[src/rtl/tiny_rv_pkg.sv]
// Shared types and constants for the tiny_rv Wishbone arbiter slice.
package tiny_rv_pkg;

   typedef enum logic [1:0] {
      IDLE   = 2'd0,
      GRANT0 = 2'd1,
      GRANT1 = 2'd2,
      ABORT  = 2'd3
   } arb_state_t;

   localparam logic ARB_M_DATA  = 1'b0;
   localparam logic ARB_M_FETCH = 1'b1;

   localparam int unsigned ARB_OUT_W = 4;
   localparam int unsigned ARB_WD_W  = 16;

endpackage

[src/rtl/tiny_rv_wb_watchdog.sv]
// Counts armed cycles without a response; flags expiry on the last one.
module tiny_rv_wb_watchdog
   import tiny_rv_pkg::*;
#(
   parameter int unsigned TIMEOUT_CYCLES = 255
) (
   input  logic clk_i,
   input  logic rst_ni,
   input  logic arm_i,
   input  logic kick_i,
   input  logic clr_i,
   output logic expired_o
);

   localparam logic [ARB_WD_W-1:0] LAST = ARB_WD_W'(TIMEOUT_CYCLES - 1);

   logic [ARB_WD_W-1:0] cnt_q, cnt_d;

   assign expired_o = arm_i & ~kick_i & ~clr_i & (cnt_q == LAST);

   always_comb begin
      cnt_d = cnt_q;
      if (clr_i | kick_i | expired_o) begin
         cnt_d = '0;
      end else if (arm_i) begin
         cnt_d = cnt_q + ARB_WD_W'(1);
      end
   end

   always_ff @(posedge clk_i or negedge rst_ni) begin
      if (!rst_ni) begin
         cnt_q <= '0;
      end else begin
         cnt_q <= cnt_d;
      end
   end

endmodule

[src/rtl/tiny_rv_wb_arbiter.sv]
// Two-master pipelined Wishbone arbiter with outstanding limit and watchdog.
// TINY_RV_ARB_RR_EN selects round-robin; otherwise m0 has fixed priority.
module tiny_rv_wb_arbiter
   import tiny_rv_pkg::*;
#(
   parameter int unsigned MAX_OUTSTANDING = 4,
   parameter int unsigned TIMEOUT_CYCLES  = 255
) (
   input  logic        i_clk,
   input  logic        i_reset_n,

   input  logic        i_m0_cyc,
   input  logic        i_m0_stb,
   input  logic        i_m0_we,
   input  logic [29:0] i_m0_addr,
   input  logic [31:0] i_m0_data,
   input  logic [3:0]  i_m0_sel,
   output logic        o_m0_ack,
   output logic        o_m0_stall,
   output logic        o_m0_err,
   output logic [31:0] o_m0_data,

   input  logic        i_m1_cyc,
   input  logic        i_m1_stb,
   input  logic        i_m1_we,
   input  logic [29:0] i_m1_addr,
   input  logic [31:0] i_m1_data,
   input  logic [3:0]  i_m1_sel,
   output logic        o_m1_ack,
   output logic        o_m1_stall,
   output logic        o_m1_err,
   output logic [31:0] o_m1_data,

   output logic        o_wb_cyc,
   output logic        o_wb_stb,
   output logic        o_wb_we,
   output logic [29:0] o_wb_addr,
   output logic [31:0] o_wb_data,
   output logic [3:0]  o_wb_sel,
   input  logic        i_wb_ack,
   input  logic        i_wb_stall,
   input  logic        i_wb_err,
   input  logic [31:0] i_wb_data,

   output logic [1:0]  o_grant
);

   arb_state_t           state_q, state_d;
   logic [ARB_OUT_W-1:0] outst_q, outst_d;

   logic own0, own1, owned;
   logic own_cyc, own_stb;
   logic resp, full, accept;
   logic wd_arm, expired;
   logic pick1;

   assign own0  = (state_q == GRANT0);
   assign own1  = (state_q == GRANT1);
   assign owned = own0 | own1;

   assign o_grant = {own1, own0};

   assign own_cyc = (own0 & i_m0_cyc) | (own1 & i_m1_cyc);
   assign own_stb = (own0 & i_m0_stb) | (own1 & i_m1_stb);

   // A response in the same cycle frees a slot for the next strobe.
   assign resp = i_wb_ack | i_wb_err;
   assign full = (outst_q == ARB_OUT_W'(MAX_OUTSTANDING)) & ~resp;

   assign o_wb_cyc = own_cyc;
   assign o_wb_stb = own_cyc & own_stb & ~full;
   assign o_wb_we  = (own0 & i_m0_we) | (own1 & i_m1_we);

   assign o_wb_addr = own1 ? i_m1_addr :
                      own0 ? i_m0_addr : '0;
   assign o_wb_data = own1 ? i_m1_data :
                      own0 ? i_m0_data : '0;
   assign o_wb_sel  = own1 ? i_m1_sel  :
                      own0 ? i_m0_sel  : '0;

   assign accept = o_wb_stb & ~i_wb_stall;

   assign o_m0_stall = ~own0 | i_wb_stall | full;
   assign o_m1_stall = ~own1 | i_wb_stall | full;

   assign o_m0_ack = own0 & i_wb_ack;
   assign o_m1_ack = own1 & i_wb_ack;
   assign o_m0_err = own0 & (i_wb_err | expired);
   assign o_m1_err = own1 & (i_wb_err | expired);

   assign o_m0_data = own0 ? i_wb_data : '0;
   assign o_m1_data = own1 ? i_wb_data : '0;

   assign wd_arm = owned & (outst_q != '0);

   tiny_rv_wb_watchdog #(
      .TIMEOUT_CYCLES(TIMEOUT_CYCLES)
   ) u_wdog (
      .clk_i    (i_clk),
      .rst_ni   (i_reset_n),
      .arm_i    (wd_arm),
      .kick_i   (resp),
      .clr_i    (~owned),
      .expired_o(expired)
   );

`ifdef TINY_RV_ARB_RR_EN
   logic last_q, last_d;

   assign pick1 = (last_q == ARB_M_DATA);

   always_comb begin
      last_d = last_q;
      if (state_q == IDLE && state_d == GRANT0) begin
         last_d = ARB_M_DATA;
      end else if (state_q == IDLE && state_d == GRANT1) begin
         last_d = ARB_M_FETCH;
      end
   end

   always_ff @(posedge i_clk or negedge i_reset_n) begin
      if (!i_reset_n) begin
         last_q <= ARB_M_FETCH;
      end else begin
         last_q <= last_d;
      end
   end
`else
   assign pick1 = 1'b0;
`endif

   always_comb begin
      state_d = state_q;
      unique case (state_q)
         IDLE: begin
            if (i_m0_cyc & i_m1_cyc) begin
               state_d = pick1 ? GRANT1 : GRANT0;
            end else if (i_m0_cyc) begin
               state_d = GRANT0;
            end else if (i_m1_cyc) begin
               state_d = GRANT1;
            end
         end
         GRANT0: begin
            if (expired)        state_d = ABORT;
            else if (!i_m0_cyc) state_d = IDLE;
         end
         GRANT1: begin
            if (expired)        state_d = ABORT;
            else if (!i_m1_cyc) state_d = IDLE;
         end
         ABORT:   state_d = IDLE;
         default: state_d = IDLE;
      endcase
   end

   always_comb begin
      outst_d = outst_q;
      if (accept & ~resp) begin
         outst_d = outst_q + ARB_OUT_W'(1);
      end else if (resp & ~accept & (outst_q != '0)) begin
         outst_d = outst_q - ARB_OUT_W'(1);
      end
      if (!owned || state_d != state_q) begin
         outst_d = '0;
      end
   end

   always_ff @(posedge i_clk or negedge i_reset_n) begin
      if (!i_reset_n) begin
         state_q <= IDLE;
         outst_q <= '0;
      end else begin
         state_q <= state_d;
         outst_q <= outst_d;
      end
   end

endmodule

[config.mk]
export PLATFORM = sky130hd
export DESIGN_NAME = tiny_rv_wb_arbiter
export DESIGN_NICKNAME = d
export VERILOG_FILES = /design/src/rtl/tiny_rv_pkg.sv /design/src/rtl/tiny_rv_wb_watchdog.sv /design/src/rtl/tiny_rv_wb_arbiter.sv
export SDC_FILE = /design/constraint.sdc
export NUM_CORES = 1
export LEC_CHECK = 0
export CELL_PAD_IN_SITES_DETAIL_PLACEMENT = 2
export CELL_PAD_IN_SITES_GLOBAL_PLACEMENT = 2
export CORE_ASPECT_RATIO = 0.75
export CORE_MARGIN = 1
export CORE_UTILIZATION = 11
export DETAILED_ROUTE_END_ITERATION = 12
export PLACE_DENSITY_LB_ADDON = 0.15
export SETUP_SLACK_MARGIN = 0.4
export SYNTH_ARGS = -nofsm -noshare
export SYNTH_HDL_FRONTEND = slang
export SYNTH_SLANG_ARGS = --single-unit
[constraint.sdc]
create_clock -name i_clk -period 2.65 [get_ports i_clk]
set_input_delay 0.53 -clock i_clk [delete_from_list [all_inputs] [get_ports i_clk]]
set_output_delay 0.53 -clock i_clk [all_outputs]
set_load 0.01 [all_outputs]
==> results.cfg <==
[floorplan]
floorplan.initialDensity_pct = 11.4
die_h_um = 137
floorplan.io_pins = 316
fp.dieW_um = 182
floorplan.die_area_um2 = 24900
placementRows = 48
design.core.area_um2 = 23400

[synthesis]
commonest_register_cell_after_synthesis = sky130_fd_sc_hd__dfrtp_1
synth_enable_flop_cells = 0
proportion_of_synthesized_flip_flops_having_asynchronous_set_or_reset_pct = 100
synthesis.area_um2 = 2670
yosys-top-cells-area = sky130_fd_sc_hd__a22o_1 22%, sky130_fd_sc_hd__dfrtp_1 21%, sky130_fd_sc_hd__and2_1 16%
synth_largest_area_cell = sky130_fd_sc_hd__a22o_1
synth_common_cells = 68 x sky130_fd_sc_hd__and2_1, 67 x sky130_fd_sc_hd__a22o_1, 23 x sky130_fd_sc_hd__nor2_1
yosysWarningCount = 0
post-synth-top-area-fraction_pct = 22.0
post-synth-top-count-cell = sky130_fd_sc_hd__and2_1
yosys_register_bits = 22
synth.distinct_cells = 48
mappedNetlistNets = 521
synthesis.area_per_instance_um2 = 7.89
synthCells = 338
ys_seq_area_share_pct = 20.6

[timing]
whs_ns = 0.573
achievable-frequency_mhz = 389
maxSlewViolCount = 0
rsz_0062_raised_after_global_routing = true
timing.max_slew.rel_slack_pct = 73.7
finalHoldViolCount = 0
fin_ws_ns = 0.0763
fin_tns_setup_ns = 0
setup-violations-final = 0
worst_slew_pin_slew_ns = 0.391
final.period_utilization_pct = 97.1
final.setup_skew_ns = 0.00253
period_minus_slack_ns = 2.57

[drt]
wire_per_inst_um = 23.8
num_vias = 4414
drt_drc_violations_left = 0
met3WireLength_um = 1080
drt-vias-per-instance = 4.19
met1_length_um = 9690
postRouteWirelength_um = 25100
drt_iter0_markers = 119
antenna_violating_nets_post_route = 0
met2RoutedLength_um = 14000
detail_route.first_pass.iterations = 4
maxUsedRoutingLayer = met4

[worst_hold_path]
hold_path.class = flop to flop

[clock_network]
clock_sink_count = 22
cts.reportedPaths.clkPinSlew_ns = 0.07
cts-root-to-sink-buffers = 2
cts_made_buffers = 3
cts.root.buffer_cell = sky130_fd_sc_hd__clkbuf_16
cts_hold_repair.buffers = 0
clock_network_latency_to_the_later_pin_of_the_worst_skew_pair_ns = 0.26
h-tree-depth = 1
cts_tree = yes

[place]
detailedPlace.worstSlack_ns = -0.345
dpl_cell_area_um2 = 6530
dp_cells = 973
place.detailed.hpwl_um = 18400
buffer_ports.inserted = 315
finalWeightedCongestion = 0.823

[cells_and_area]
layout-drive-gt1-share_pct = 41.9
finish.utilization_pct = 32.7
stdcell_area_um2 = 7650
final.fill_count = 2590
num-nets-final = 936
syn2layout_area_growth_pct = 187
final_instance_count_without_filler_cells = 1054

[global_routing]
grt_util_all_layers_pct = 18.0
first_global_vias = 4785
global_route_congestion_overflow_total = 0
maximum_number_of_pins_on_one_net_before_global_route_repair = 23
grt_pass1_wl_um = 32500
initial_antenna_violation_count = 2

[setup_path]
critical_path.startpoint_type = flop
cp-end-kind = flop
critical_path.most_common_cell = sky130_fd_sc_hd__buf_4
cpMaxStageDelayCell = sky130_fd_sc_hd__dfrtp_2
cpPeakStageDelay_ns = 0.38
critPathKind = flop to flop
critPathMaxFanout = 4
critPathBufInv = 8
crit_chain = inv_2, buf_6, ha_4, buf_6, a21oi_4, o211ai_1, buf_4, buf_4, buf_4, buf_4, buf_4, and2_1, o31ai_2, a211oi_2
cp_top_family = buffers and inverters
required_time_reported_for_the_critical_path_endpoint_ns = 2.78
worst_path_arrival_ns = 2.71

[status]
outcome = complete, no violations

[run]
drv_cap = 0

[power_and_ir_drop]
cell_area_power_density_nw_per_um2 = 809
power_mw = 6.19
cellLeakagePower_nw = 3.52
maximum_vdd_ir_drop_mv = 0.236
per-layer routing:
layer,up-vias,GRT usage (%)
li1,2064,-
met1,2192,20.0
met2,140,36.1
met3,18,2.66
met4,0,3.86
met5,-,0
cell families (layout without fill, tap and decap cells):
| family | Yosys count | count (layout) | share of synthesized area, % |
|---|---|---|---|
| adder cells (fa/ha/maj) | 8 | 8 | 4.04 |
| flip-flops | 22 | 22 | 20.6 |
| AND/OR/NAND/NOR | 151 | 151 | 32.5 |
| XOR/XNOR | 14 | 14 | 4.60 |
| other | 0 | 2 | 0 |
| multiplexers | 2 | 2 | 0.751 |
| AO/OA/AOI/OAI | 102 | 102 | 31.6 |
| buffers and inverters | 39 | 453 | 5.82 |
final cells by class:
type / instances / area, um^2 / share of cell area [%]
Antenna cell: 2 / 5.00 / 0.0654
Clock buffer: 4 / 88.8 / 1.16
Tap cell: 300 / 375 / 4.91
Inverter: 12 / 45.0 / 0.589
Sequential cell: 22 / 552 / 7.21
Timing Repair Buffer: 437 / 4280 / 55.9
Multi-Input combinational cell: 277 / 2300 / 30.1
registers in the layout (all words and copies together) (netlist names):
name / cells
outst_q: 4
state_q: 2
u_wdog.cnt_q: 16
power by group:
group / switching (mW) / leakage [nW] / internal, mW / total [mW]
clock network: 0.138 / 0.0442 / 0.231 / 0.369
logic: 2.37 / 3.17 / 3.06 / 5.44
registers: 0.0297 / 0.304 / 0.356 / 0.386
path summary, 6_finish.rpt:
kind / slack, ns / end / from / depth (start not counted)
min in group asynchronous: 0.64 / u_wdog.cnt_q[4] / i_reset_n / 2
min: 0.57 / u_wdog.cnt_q[0] / u_wdog.cnt_q[0] / 2
max reg2reg: 0.08 / outst_q[3] / state_q[1] / 14
max: 0.08 / outst_q[3] / state_q[1] / 14
max in group asynchronous: 1.74 / state_q[1] / i_reset_n / 2
min reg2reg: 0.57 / u_wdog.cnt_q[0] / u_wdog.cnt_q[0] / 2
worst min-delay path: stages, from the launching register on:
cell and delay, ns:
sky130_fd_sc_hd__dfrtp_1 0.41, sky130_fd_sc_hd__nand2_1 0.07, sky130_fd_sc_hd__a21oi_1 0.06
what timing repair did:
action                                  4_1_cts  5_1_grt
cloned                                       11        9
pin swaps                                    17       30
resized for setup                           417      222
buffers inserted                             31       24
endpoints found under the setup margin      152      153
endpoints found under the hold margin         0        0
cells in the final DEF (no fill, tap or decap), types with 8 or more instances in the layout:
cell,n
sky130_fd_sc_hd__clkbuf_16,10
sky130_fd_sc_hd__clkbuf_2,38
sky130_fd_sc_hd__dfrtp_1,21
sky130_fd_sc_hd__nor2_1,20
sky130_fd_sc_hd__buf_4,74
sky130_fd_sc_hd__and2_1,61
sky130_fd_sc_hd__a22o_4,13
sky130_fd_sc_hd__inv_1,9
sky130_fd_sc_hd__clkdlybuf4s50_1,169
sky130_fd_sc_hd__dlymetal6s2s_1,8
sky130_fd_sc_hd__nand2_1,16
sky130_fd_sc_hd__buf_6,58
sky130_fd_sc_hd__a22o_1,54
sky130_fd_sc_hd__buf_16,12
sky130_fd_sc_hd__clkdlybuf4s15_1,9
sky130_fd_sc_hd__buf_12,9
sky130_fd_sc_hd__buf_2,45
No activity file was read; power rests on OpenSTA's default activity.
